`src/rtl/pipeline_pkg.sv`:
```
// Shared pipeline types for the fetch stage: widths, fetch FSM encoding,
// fetch-buffer entry layout and the PC increment helper.
package pipeline_pkg;

  localparam int PC_W    = 11;
  localparam int INSTR_W = 32;

  typedef enum logic [1:0] {
    IDLE   = 2'd0,
    REQ    = 2'd1,
    FULL   = 2'd2,
    SQUASH = 2'd3
  } fetch_state_e;

  typedef struct packed {
    logic [PC_W-1:0]    pc;
    logic [INSTR_W-1:0] instr;
  } fetch_entry_t;

  // Sequential successor of a PC; wraps modulo 2^PC_W.
  function automatic logic [PC_W-1:0] pc_next(input logic [PC_W-1:0] pc);
    return pc + 1'b1;
  endfunction

endpackage

```
`src/rtl/pc_fetch_unit_if.sv`:
```
// Fetch-stage bus: instruction-memory request/response, redirect input from
// the branch-target adder, and the IF/ID handshake. The fetch unit is the
// master; memory, adder and IF/ID register together form the slave side.
interface pc_fetch_unit_if;
  import pipeline_pkg::*;

  logic               imem_req;
  logic [PC_W-1:0]    imem_addr;
  logic               imem_ack;
  logic [INSTR_W-1:0] imem_rdata;

  logic               redirect_en;
  logic [PC_W-1:0]    redirect_pc;

  logic               if_valid;
  logic               if_ready;
  logic [INSTR_W-1:0] if_instr;
  logic [PC_W-1:0]    if_pc;

  modport master (
    output imem_req,
    output imem_addr,
    input  imem_ack,
    input  imem_rdata,
    input  redirect_en,
    input  redirect_pc,
    output if_valid,
    input  if_ready,
    output if_instr,
    output if_pc
  );

  modport slave (
    input  imem_req,
    input  imem_addr,
    output imem_ack,
    output imem_rdata,
    output redirect_en,
    output redirect_pc,
    input  if_valid,
    output if_ready,
    input  if_instr,
    input  if_pc
  );

endinterface

```
`src/rtl/pc_fetch_unit_fetch_buf.sv`:
```
// Two-entry FIFO of {pc, instr} between instruction memory and IF/ID.
// Push and pop may happen together; flush empties it in one edge and wins
// over any push in the same cycle. Head outputs read as zero when empty.
module fetch_buf
  import pipeline_pkg::*;
(
  input  logic         clk,
  input  logic         reset_n,
  input  logic         push,
  input  logic         pop,
  input  logic         flush,
  input  fetch_entry_t push_entry,
  output logic [1:0]   count,
  output logic         head_valid,
  output fetch_entry_t head
);

  fetch_entry_t entries [2];
  logic         rd_ptr;
  logic         wr_ptr;
  logic         do_push;
  logic         do_pop;

  assign do_pop  = pop && (count != 2'd0);
  assign do_push = push && ((count != 2'd2) || do_pop);

  // Storage, pointers and occupancy; flush resets occupancy but leaves data.
  always_ff @(posedge clk) begin
    if (!reset_n) begin
      entries[0] <= '0;
      entries[1] <= '0;
      rd_ptr     <= 1'b0;
      wr_ptr     <= 1'b0;
      count      <= 2'd0;
    end else if (flush) begin
      rd_ptr <= 1'b0;
      wr_ptr <= 1'b0;
      count  <= 2'd0;
    end else begin
      if (do_push) begin
        entries[wr_ptr] <= push_entry;
        wr_ptr          <= ~wr_ptr;
      end
      if (do_pop) begin
        rd_ptr <= ~rd_ptr;
      end
      case ({do_push, do_pop})
        2'b10:   count <= count + 2'd1;
        2'b01:   count <= count - 2'd1;
        default: count <= count;
      endcase
    end
  end

  assign head_valid = (count != 2'd0);
  assign head       = head_valid ? entries[rd_ptr] : '0;

endmodule

```
`src/rtl/pc_fetch_unit.sv`:
```
// Fetch unit: owns the program counter, issues instruction-memory reads,
// buffers up to two fetched instructions toward IF/ID and squashes on
// redirect. Widths come from pipeline_pkg.
// Optional build macro FETCH_PERF_CNT_EN adds perf_fetched / perf_squashed
// counters; without it those ports and their logic do not exist.
module pc_fetch_unit
  import pipeline_pkg::*;
#(
  parameter logic [PC_W-1:0] RESET_PC = '0
)
(
  input  logic              clk,
  input  logic              reset_n,
  pc_fetch_unit_if.master   bus
`ifdef FETCH_PERF_CNT_EN
  ,
  output logic [31:0]       perf_fetched,
  output logic [31:0]       perf_squashed
`endif
);

  localparam logic [1:0] ST_IDLE   = IDLE;
  localparam logic [1:0] ST_REQ    = REQ;
  localparam logic [1:0] ST_FULL   = FULL;
  localparam logic [1:0] ST_SQUASH = SQUASH;

  logic [1:0]      state;
  logic [1:0]      state_d;
  logic [PC_W-1:0] pc;
  logic [PC_W-1:0] pc_d;
  logic [PC_W-1:0] stale_addr;
  logic [PC_W-1:0] stale_addr_d;

  logic            pop;
  logic            push;
  logic            flush;
  logic            req_ack;
  logic            goes_full;
  logic [1:0]      count;
  logic            head_valid;
  fetch_entry_t    head;
  fetch_entry_t    push_entry;

  // A handshake at IF/ID always pops, even in a redirect cycle.
  assign pop       = head_valid && bus.if_ready;
  assign req_ack   = (state == ST_REQ) && bus.imem_ack;
  assign push      = req_ack && !bus.redirect_en;
  assign flush     = bus.redirect_en;
  // Only REQ pushes, and REQ never holds more than one entry, so the buffer
  // fills exactly when one entry is already there and nothing leaves.
  assign goes_full = (count == 2'd1) && !pop;

  assign push_entry.pc    = pc;
  assign push_entry.instr = bus.imem_rdata;

  fetch_buf u_fetch_buf (
    .clk        (clk),
    .reset_n    (reset_n),
    .push       (push),
    .pop        (pop),
    .flush      (flush),
    .push_entry (push_entry),
    .count      (count),
    .head_valid (head_valid),
    .head       (head)
  );

  // Next state, next PC and the address a squashed request must keep driving.
  always_comb begin
    state_d      = state;
    pc_d         = pc;
    stale_addr_d = stale_addr;
    case (state)
      ST_IDLE: begin
        state_d = ST_REQ;
        if (bus.redirect_en) begin
          pc_d = bus.redirect_pc;
        end
      end
      ST_REQ: begin
        if (bus.redirect_en) begin
          pc_d = bus.redirect_pc;
          if (bus.imem_ack) begin
            state_d = ST_REQ;
          end else begin
            state_d      = ST_SQUASH;
            stale_addr_d = pc;
          end
        end else if (bus.imem_ack) begin
          pc_d    = pc_next(pc);
          state_d = goes_full ? ST_FULL : ST_REQ;
        end
      end
      ST_FULL: begin
        if (bus.redirect_en) begin
          pc_d    = bus.redirect_pc;
          state_d = ST_REQ;
        end else if (pop) begin
          state_d = ST_REQ;
        end
      end
      ST_SQUASH: begin
        if (bus.redirect_en) begin
          pc_d = bus.redirect_pc;
        end
        if (bus.imem_ack) begin
          state_d = ST_REQ;
        end
      end
      default: begin
        state_d = ST_IDLE;
      end
    endcase
  end

  // FSM, PC and stale-address registers; reset drops any open request.
  always_ff @(posedge clk) begin
    if (!reset_n) begin
      state      <= ST_IDLE;
      pc         <= RESET_PC;
      stale_addr <= '0;
    end else begin
      state      <= state_d;
      pc         <= pc_d;
      stale_addr <= stale_addr_d;
    end
  end

  assign bus.imem_req  = (state == ST_REQ) || (state == ST_SQUASH);
  assign bus.imem_addr = (state == ST_SQUASH) ? stale_addr : pc;

  assign bus.if_valid  = head_valid;
  assign bus.if_instr  = head.instr;
  assign bus.if_pc     = head.pc;

`ifdef FETCH_PERF_CNT_EN
  logic        discard;
  logic [31:0] squash_inc;

  // A response is thrown away when it lands in the redirect cycle or in SQUASH.
  assign discard = (req_ack && bus.redirect_en) ||
                   ((state == ST_SQUASH) && bus.imem_ack);

  // Entries lost to a flush, excluding the head if IF/ID took it that cycle.
  always_comb begin
    squash_inc = discard ? 32'd1 : 32'd0;
    if (bus.redirect_en) begin
      squash_inc = squash_inc + 32'(count) - (pop ? 32'd1 : 32'd0);
    end
  end

  // Free-running, wrapping event counters.
  always_ff @(posedge clk) begin
    if (!reset_n) begin
      perf_fetched  <= '0;
      perf_squashed <= '0;
    end else begin
      if (push) begin
        perf_fetched <= perf_fetched + 32'd1;
      end
      perf_squashed <= perf_squashed + squash_inc;
    end
  end
`endif

endmodule

```
`src/flat_wrapper.sv`:
```
// flat-port wrapper written by rule: the top's interface ports become plain ports
module pc_fetch_unit_flat import pipeline_pkg::*;
#(
  parameter logic [PC_W-1:0] RESET_PC = '0
)
  (clk, reset_n, bus_imem_req, bus_imem_addr, bus_imem_ack, bus_imem_rdata, bus_redirect_en, bus_redirect_pc, bus_if_valid, bus_if_ready, bus_if_instr, bus_if_pc);
  pc_fetch_unit_if bus_i ();
  input  logic clk;
  input  logic reset_n;
  output wire logic [$bits(bus_i.imem_req)-1:0] bus_imem_req;
  output wire logic [$bits(bus_i.imem_addr)-1:0] bus_imem_addr;
  input wire logic [$bits(bus_i.imem_ack)-1:0] bus_imem_ack;
  input wire logic [$bits(bus_i.imem_rdata)-1:0] bus_imem_rdata;
  input wire logic [$bits(bus_i.redirect_en)-1:0] bus_redirect_en;
  input wire logic [$bits(bus_i.redirect_pc)-1:0] bus_redirect_pc;
  output wire logic [$bits(bus_i.if_valid)-1:0] bus_if_valid;
  input wire logic [$bits(bus_i.if_ready)-1:0] bus_if_ready;
  output wire logic [$bits(bus_i.if_instr)-1:0] bus_if_instr;
  output wire logic [$bits(bus_i.if_pc)-1:0] bus_if_pc;
  assign bus_imem_req = bus_i.imem_req;
  assign bus_imem_addr = bus_i.imem_addr;
  assign bus_i.imem_ack = bus_imem_ack;
  assign bus_i.imem_rdata = bus_imem_rdata;
  assign bus_i.redirect_en = bus_redirect_en;
  assign bus_i.redirect_pc = bus_redirect_pc;
  assign bus_if_valid = bus_i.if_valid;
  assign bus_i.if_ready = bus_if_ready;
  assign bus_if_instr = bus_i.if_instr;
  assign bus_if_pc = bus_i.if_pc;
  pc_fetch_unit #(.RESET_PC(RESET_PC)) u_core (.clk(clk), .reset_n(reset_n), .bus(bus_i));
endmodule
```
`config.mk`:
```
export PLATFORM = sky130hd
export DESIGN_NAME = pc_fetch_unit_flat
export DESIGN_NICKNAME = d
export VERILOG_FILES = /design/src/rtl/pipeline_pkg.sv /design/src/rtl/pc_fetch_unit_if.sv /design/src/rtl/pc_fetch_unit_fetch_buf.sv /design/src/rtl/pc_fetch_unit.sv /design/src/flat_wrapper.sv
export SDC_FILE = /design/constraint.sdc
export NUM_CORES = 1
export LEC_CHECK = 0
export CORE_ASPECT_RATIO = 0.5
export CORE_UTILIZATION = 40
export CTS_CLUSTER_SIZE = 8
export DETAILED_ROUTE_END_ITERATION = 10
export SLEW_MARGIN = 20
export SYNTH_ARGS = -nofsm -noshare
export SYNTH_HDL_FRONTEND = slang
export SYNTH_HIERARCHICAL = 1
export SYNTH_SLANG_ARGS = --single-unit
```
`constraint.sdc`:
```
create_clock -name clk -period 10 [get_ports clk]
set_clock_uncertainty 0.05 [all_clocks]
set_input_delay 2 -clock clk [delete_from_list [all_inputs] [get_ports clk]]
set_output_delay 2 -clock clk [all_outputs]
set_load 0.01 [all_outputs]
```
# [After elaboration in Yosys (flattened, before gate mapping)]
# Memory sizes are Yosys's and may differ from the RTL's. A register that Yosys moved wholly into a read port is not among the register bits.
# Cells that the tools add are included.
[classes] shift=0 n_lt_le_gt_ge=0 eq_ne=11 n_bitwise=4 n_reduce_logical=19 n_div=0 add_sub_neg=3 n_mux=25 multipliers=0
[ops] operator="two-way mux 43 bit" n=2
[ops] operator="two-way mux 11 bit" n=4
[ops] operator="OR reduction 43 bit" n=1
[ops] operator="one-hot mux 11 bit (2 select lines)" n=1
[ops] operator="two-way mux 2 bit" n=7
[ops] operator="adder 11 x 1 -> 11 bit, second input constant" n=1
[ops] operator="two-way mux 1 bit" n=9
[ops] operator="one-hot mux 2 bit (4 select lines)" n=1
[ops] operator="equality test 2 x 1 -> 1 bit, second input constant" n=3
[ops] operator="equality test 2 bit, second input constant" n=3
[ops] operator="logical AND 1 bit" n=6
[ops] operator="AND reduction 3 bit" n=2
[ops] operator="inequality test 2 bit, second input constant" n=2
[ops] operator="NOT 1 bit" n=4
[ops] operator="one-hot mux 2 bit (2 select lines)" n=1
[ops] operator="nonzero test 2 bit" n=2
[ops] operator="inequality test 3 x 2 -> 1 bit, second input constant" n=1
[ops] operator="inequality test 3 bit, second input constant" n=1
[ops] operator="OR reduction 3 bit" n=1
[ops] operator="adder 2 x 1 -> 2 bit, second input constant" n=1
[ops] operator="zero test 1 bit" n=2
[ops] operator="zero test 2 bit" n=1
[ops] operator="logical OR 1 bit" n=2
[ops] operator="inequality test 2 x 1 -> 1 bit, second input constant" n=1
[ops] operator="3 further kinds" n=3
[word_totals] input_bits=48 n_memories=1 latchBits=0 out_inout_bits=56 ram_bits=86 rom_bits=0 elab_cells=69 register_bits=28
[memory_table] memory="u_core.u_fetch_buf.entries" words=2 word_bits=43 rd=1 rd_clocked_by_memory_dff=1 wr=2 line="pc_fetch_unit_fetch_buf.sv:18" source="fetch_entry_t entries [2];"

# [Logic depth before layout (Yosys ltp)]
[depth] word_depth=11 depth_mapped=10 depth_no_buf=9

# [Cells and area by module]
# Netlist, hierarchy kept.
[by_module_without_submodules] mod="fetch_buf" area_each_um2=4086.4 cells_each=305 seq_area_each_um2=2682.6 n_inst=1
[by_module_without_submodules] mod="pc_fetch_unit" area_each_um2=1307.5 cells_each=152 seq_area_each_um2=480.5 n_inst=1

# [Worst setup path after synthesis]
# Ideal clock, no wire load.
[synth_timing] kind="in2reg" from="input port bus_imem_ack" to="memory u_core/u_fetch_buf/entries[0][0] (netlist name) (enable)" required_ps=9543 setup_ps=407 n_path_buf=1 path_stages=6 arrival_time_ps=3957 path_slack_ps=5586 path_cell_list="nand3b_1 buf_6 nor2_1 inv_1 nor4b_4 nand2b_1"
[synth_lines] item="start: declaration" line="flat_wrapper.sv:12" source="input wire logic [$bits(bus_i.imem_ack)-1:0] bus_imem_ack;"
[synth_lines] item="end: declaration" line="pc_fetch_unit_fetch_buf.sv:18"

==> results.json <==
{
  "start_util_pct": 41.8,
  "cap_violations": 0,
  "critPathArrivalTime_ns": 4.82,
  "die_w_microns": 166,
  "hp-start": "u_core/stale_addr[5]",
  "track_usage_pct": 16.0,
  "wl_per_cell_microns": 14.5,
  "ant_nets": 0,
  "root_buffer": "clkbuf_16",
  "first_pass_iters": 7,
  "synth_area_sq_mm": 0.00539,
  "wl_mm": 10.7,
  "die_y_microns": 84.1,
  "hold_depth": 2,
  "required_ns": 9.98,
  "fmax_mhz": 207,
  "drive_above_1_share_pct": 9.31,
  "finalHoldViolCount": 0,
  "sequentialPowerShare_pct": 45.0,
  "hpwl_mm": 6.68,
  "reg2reg_slack_ns": 6.64,
  "layout.nets": 607,
  "synth_cell_type_count": 41,
  "whs_ns": 0.400,
  "numCtsBuffers": 17,
  "syn2layout_area_growth_pct": 32.0,
  "fill_cells": 1099,
  "rsz0062_at_grt": "false",
  "final.period_utilization_pct": 48.4,
  "syn_nets": 507,
  "comb_power_share_pct": 6.3,
  "worst_slew_pin_slew_ns": 0.967,
  "maxSlewHeadroom_pct": 35.4,
  "crit_path_end_kind": "flop",
  "powerDensity_mw_per_mm2": 169,
  "grt_start_max_net_pins": 46,
  "slew_violations": 0,
  "outcome": "finished, violations left",
  "holdBufCountCts": 0,
  "cts-resized-gates": 0,
  "setup_viol": 0,
  "insertion_delay_ns": 0.40,
  "critPathKind": "input pin to flop",
  "grt_pass1_vias": 3399,
  "power.internal_uw": 957,
  "design.core.area_sq_mm": 0.0129,
  "clockPowerShare_pct": 48.6,
  "diodes": 0,
  "r2r_start": "u_core/u_fetch_buf/count[0]",
  "port_buffers": 103,
  "drt_iter0_markers": 143,
  "ios": 104,
  "die_area_sq_mm": 0.0140,
  "swShare_pct": 20.6,
  "drc_errors": 5,
  "htreeDepth": 4,
  "cts_tree": "yes",
  "row_count": 29,
  "synth_seq_area_share_pct": 58.6,
  "grt_pass1_wl_mm": 17.1,
  "failed_checks": "DRC",
  "routabilityCongestion": 0.731,
  "power_switching_uw": 248,
  "hold_end": "u_core/stale_addr[5]",
  "regArea_sq_mm": 0.00316,
  "clock_path_buffers": 2,
  "setup_tns_ns": 0,
  "via_per_inst": 4.70,
  "leakagePower_uw": 0.00252,
  "reg2reg_depth": 8,
  "multiInputGateArea_sq_mm": 0.00206,
  "clk_pin_slew_worst_paths_ns": 0.05,
  "cts_num_sinks": 115,
  "netlist_instances": 457,
  "ys_ff_latch": 115,
  "cts_setup_buffers": 0,
  "hold_class": "flop to flop",
  "cp-start-kind": "input pin",
  "num_vias": 3474,
  "ir_drop_v": 0.0000949,
  "grt_overflow": 0,
  "ys_warn_count": 6,
  "antenna_found_initial": 0,
  "path_max_fanout": 45,
  "synth.avg_cell_area_sq_um": 11.8,
  "period_minus_slack_ns": 4.84,
  "worstReg2RegEnd": "u_core/u_fetch_buf/entries[1][11]"
}
critical path, cell delays in order:
cell and delay [ns]:
clkdlybuf4s50_1 1.09, nand2b_1 0.31, nor4b_4 0.27, buf_4 0.39, nand2b_2 0.19, buf_4 0.52
cell type report:
type,count,share of cell area [%]
Sequential cell,115,44.4
Clock buffer,19,6.08
Multi-Input combinational cell,308,29.0
Timing Repair Buffer,108,15.2
Tap cell,170,2.99
Inverter,7,0.369
Clock inverter,12,1.97
cell usage in the layout (no fill, tap or decap), types with 3 or more instances in the layout:
cell	instances
clkbuf_16	17
bufinv_16	3
clkinv_2	4
a21oi_1	10
nand3_1	6
clkinvlp_4	3
mux2i_1	44
dfxtp_1	28
nand2_1	33
and2_1	88
clkdlybuf4s50_1	103
a21boi_1	5
edfxtp_1	86
a21boi_0	8
nor2_1	48
o21ai_0	10
inv_1	7
xnor2_1	7
xor2_1	3
buf_4	4
mux2_2	11
cell usage after synthesis, drive strengths merged:
| cell type | instances | area (sq um) |
|---|---|---|
| and2 | 88 | 551 |
| edfxtp | 86 | 2580 |
| nor2 | 49 | 184 |
| mux2i | 44 | 440 |
| nand2 | 33 | 124 |
| dfxtp | 29 | 581 |
| clkbuf | 14 | 52.6 |
| a21boi | 13 | 97.6 |
| buf | 13 | 103 |
| o21ai | 12 | 60.1 |
| mux2 | 11 | 124 |
| a21oi | 10 | 50.1 |
| inv | 7 | 26.3 |
| nand3 | 7 | 40.0 |
| xnor2 | 7 | 61.3 |
| nand2b | 4 | 25.0 |
| nor3 | 3 | 20.0 |
| xor2 | 3 | 26.3 |
| and3 | 2 | 12.5 |
| ha | 2 | 25.0 |
| nor4 | 2 | 42.5 |
| o211a | 2 | 20.0 |
| o211ai | 2 | 15.0 |
| or3 | 2 | 12.5 |
| a211o | 1 | 8.76 |
| a21o | 1 | 7.51 |
| a311o | 1 | 10.0 |
| and3b | 1 | 8.76 |
| nand3b | 1 | 7.51 |
| nand4b | 1 | 8.76 |
| nor2b | 1 | 6.26 |
| nor3b | 1 | 12.5 |
| nor4b | 1 | 23.8 |
| o41ai | 1 | 8.76 |
| or3b | 1 | 8.76 |
| or4 | 1 | 7.51 |
worst max path at each step:
stage                             from                                 to  slack (ns)
after CTS                      reset_n  u_core/u_fetch_buf/entries[1][20]        5.06
after detailed placement       reset_n  u_core/u_fetch_buf/entries[1][14]        4.64
after global placement         reset_n  u_core/u_fetch_buf/entries[1][14]        4.68
after floorplan           bus_imem_ack   u_core/u_fetch_buf/entries[0][0]        5.59
final                          reset_n  u_core/u_fetch_buf/entries[0][20]        5.16
after global routing           reset_n  u_core/u_fetch_buf/entries[0][20]        4.89
metrics by stage:
stage / power [uW] / area (sq um) / worst slack, ns / utilization [%] / instances
6_report: 1210 / 7120 / 5.16 / 55.1 / 739
3_3_place_gp: 628 / 6530 / 4.68 / 50.5 / 707
3_5_place_dp: 629 / 6530 / 4.64 / 50.5 / 707
4_1_cts: 1220 / 7100 / 5.06 / 55.0 / 738
2_1_floorplan: 586 / 5390 / 5.59 / - / 457
5_1_grt: 1250 / 7120 / 4.89 / 55.1 / 739
routing by layer:
| metal | wire length (microns) | part of all wire (%) | GRT usage (%) | vias to the layer above |
|---|---|---|---|---|
| li1 | - | - | - | 1786 |
| met1 | 5050 | 47 | 20.0 | 1613 |
| met2 | 5110 | 48 | 26.6 | 63 |
| met3 | 420 | 3.9 | 3.98 | 12 |
| met4 | 107 | 1.0 | 7.07 | 0 |
| met5 | 0 | 0 | 0 | - |
sequential cells by signal (all words and copies together) (netlist names), named ones only:
name and count:
u_core/u_fetch_buf/count 2, u_core/pc 11, u_core/stale_addr 11, u_core/u_fetch_buf/entries 86, u_core/u_fetch_buf/rd_ptr 1, u_core/state 2, u_core/u_fetch_buf/wr_ptr 1
power groups by stage:
stage | combinational [uW] | sequential [uW] | clock, uW
floorplan | 37.1 | 548 | 0
global placement | 76.4 | 552 | 0
detailed placement | 76.1 | 553 | 0
CTS | 76.7 | 543 | 595
global route | 83.3 | 545 | 617
finish | 76.2 | 543 | 586
cell families (layout without fill, tap and decap cells):
| family | after synthesis | count (layout) | synth area share, % |
|---|---|---|---|
| AOI/OAI and AO/OA | 43 | 43 | 5.15 |
| xor gates and xnor gates | 10 | 10 | 1.62 |
| muxes | 55 | 55 | 10.5 |
| buffers and inverters | 34 | 146 | 3.36 |
| adders and majority gates | 2 | 2 | 0.464 |
| DFF | 115 | 115 | 58.6 |
| and+or+nand+nor | 198 | 198 | 20.3 |
No activity file was read; power rests on OpenSTA's default activity.
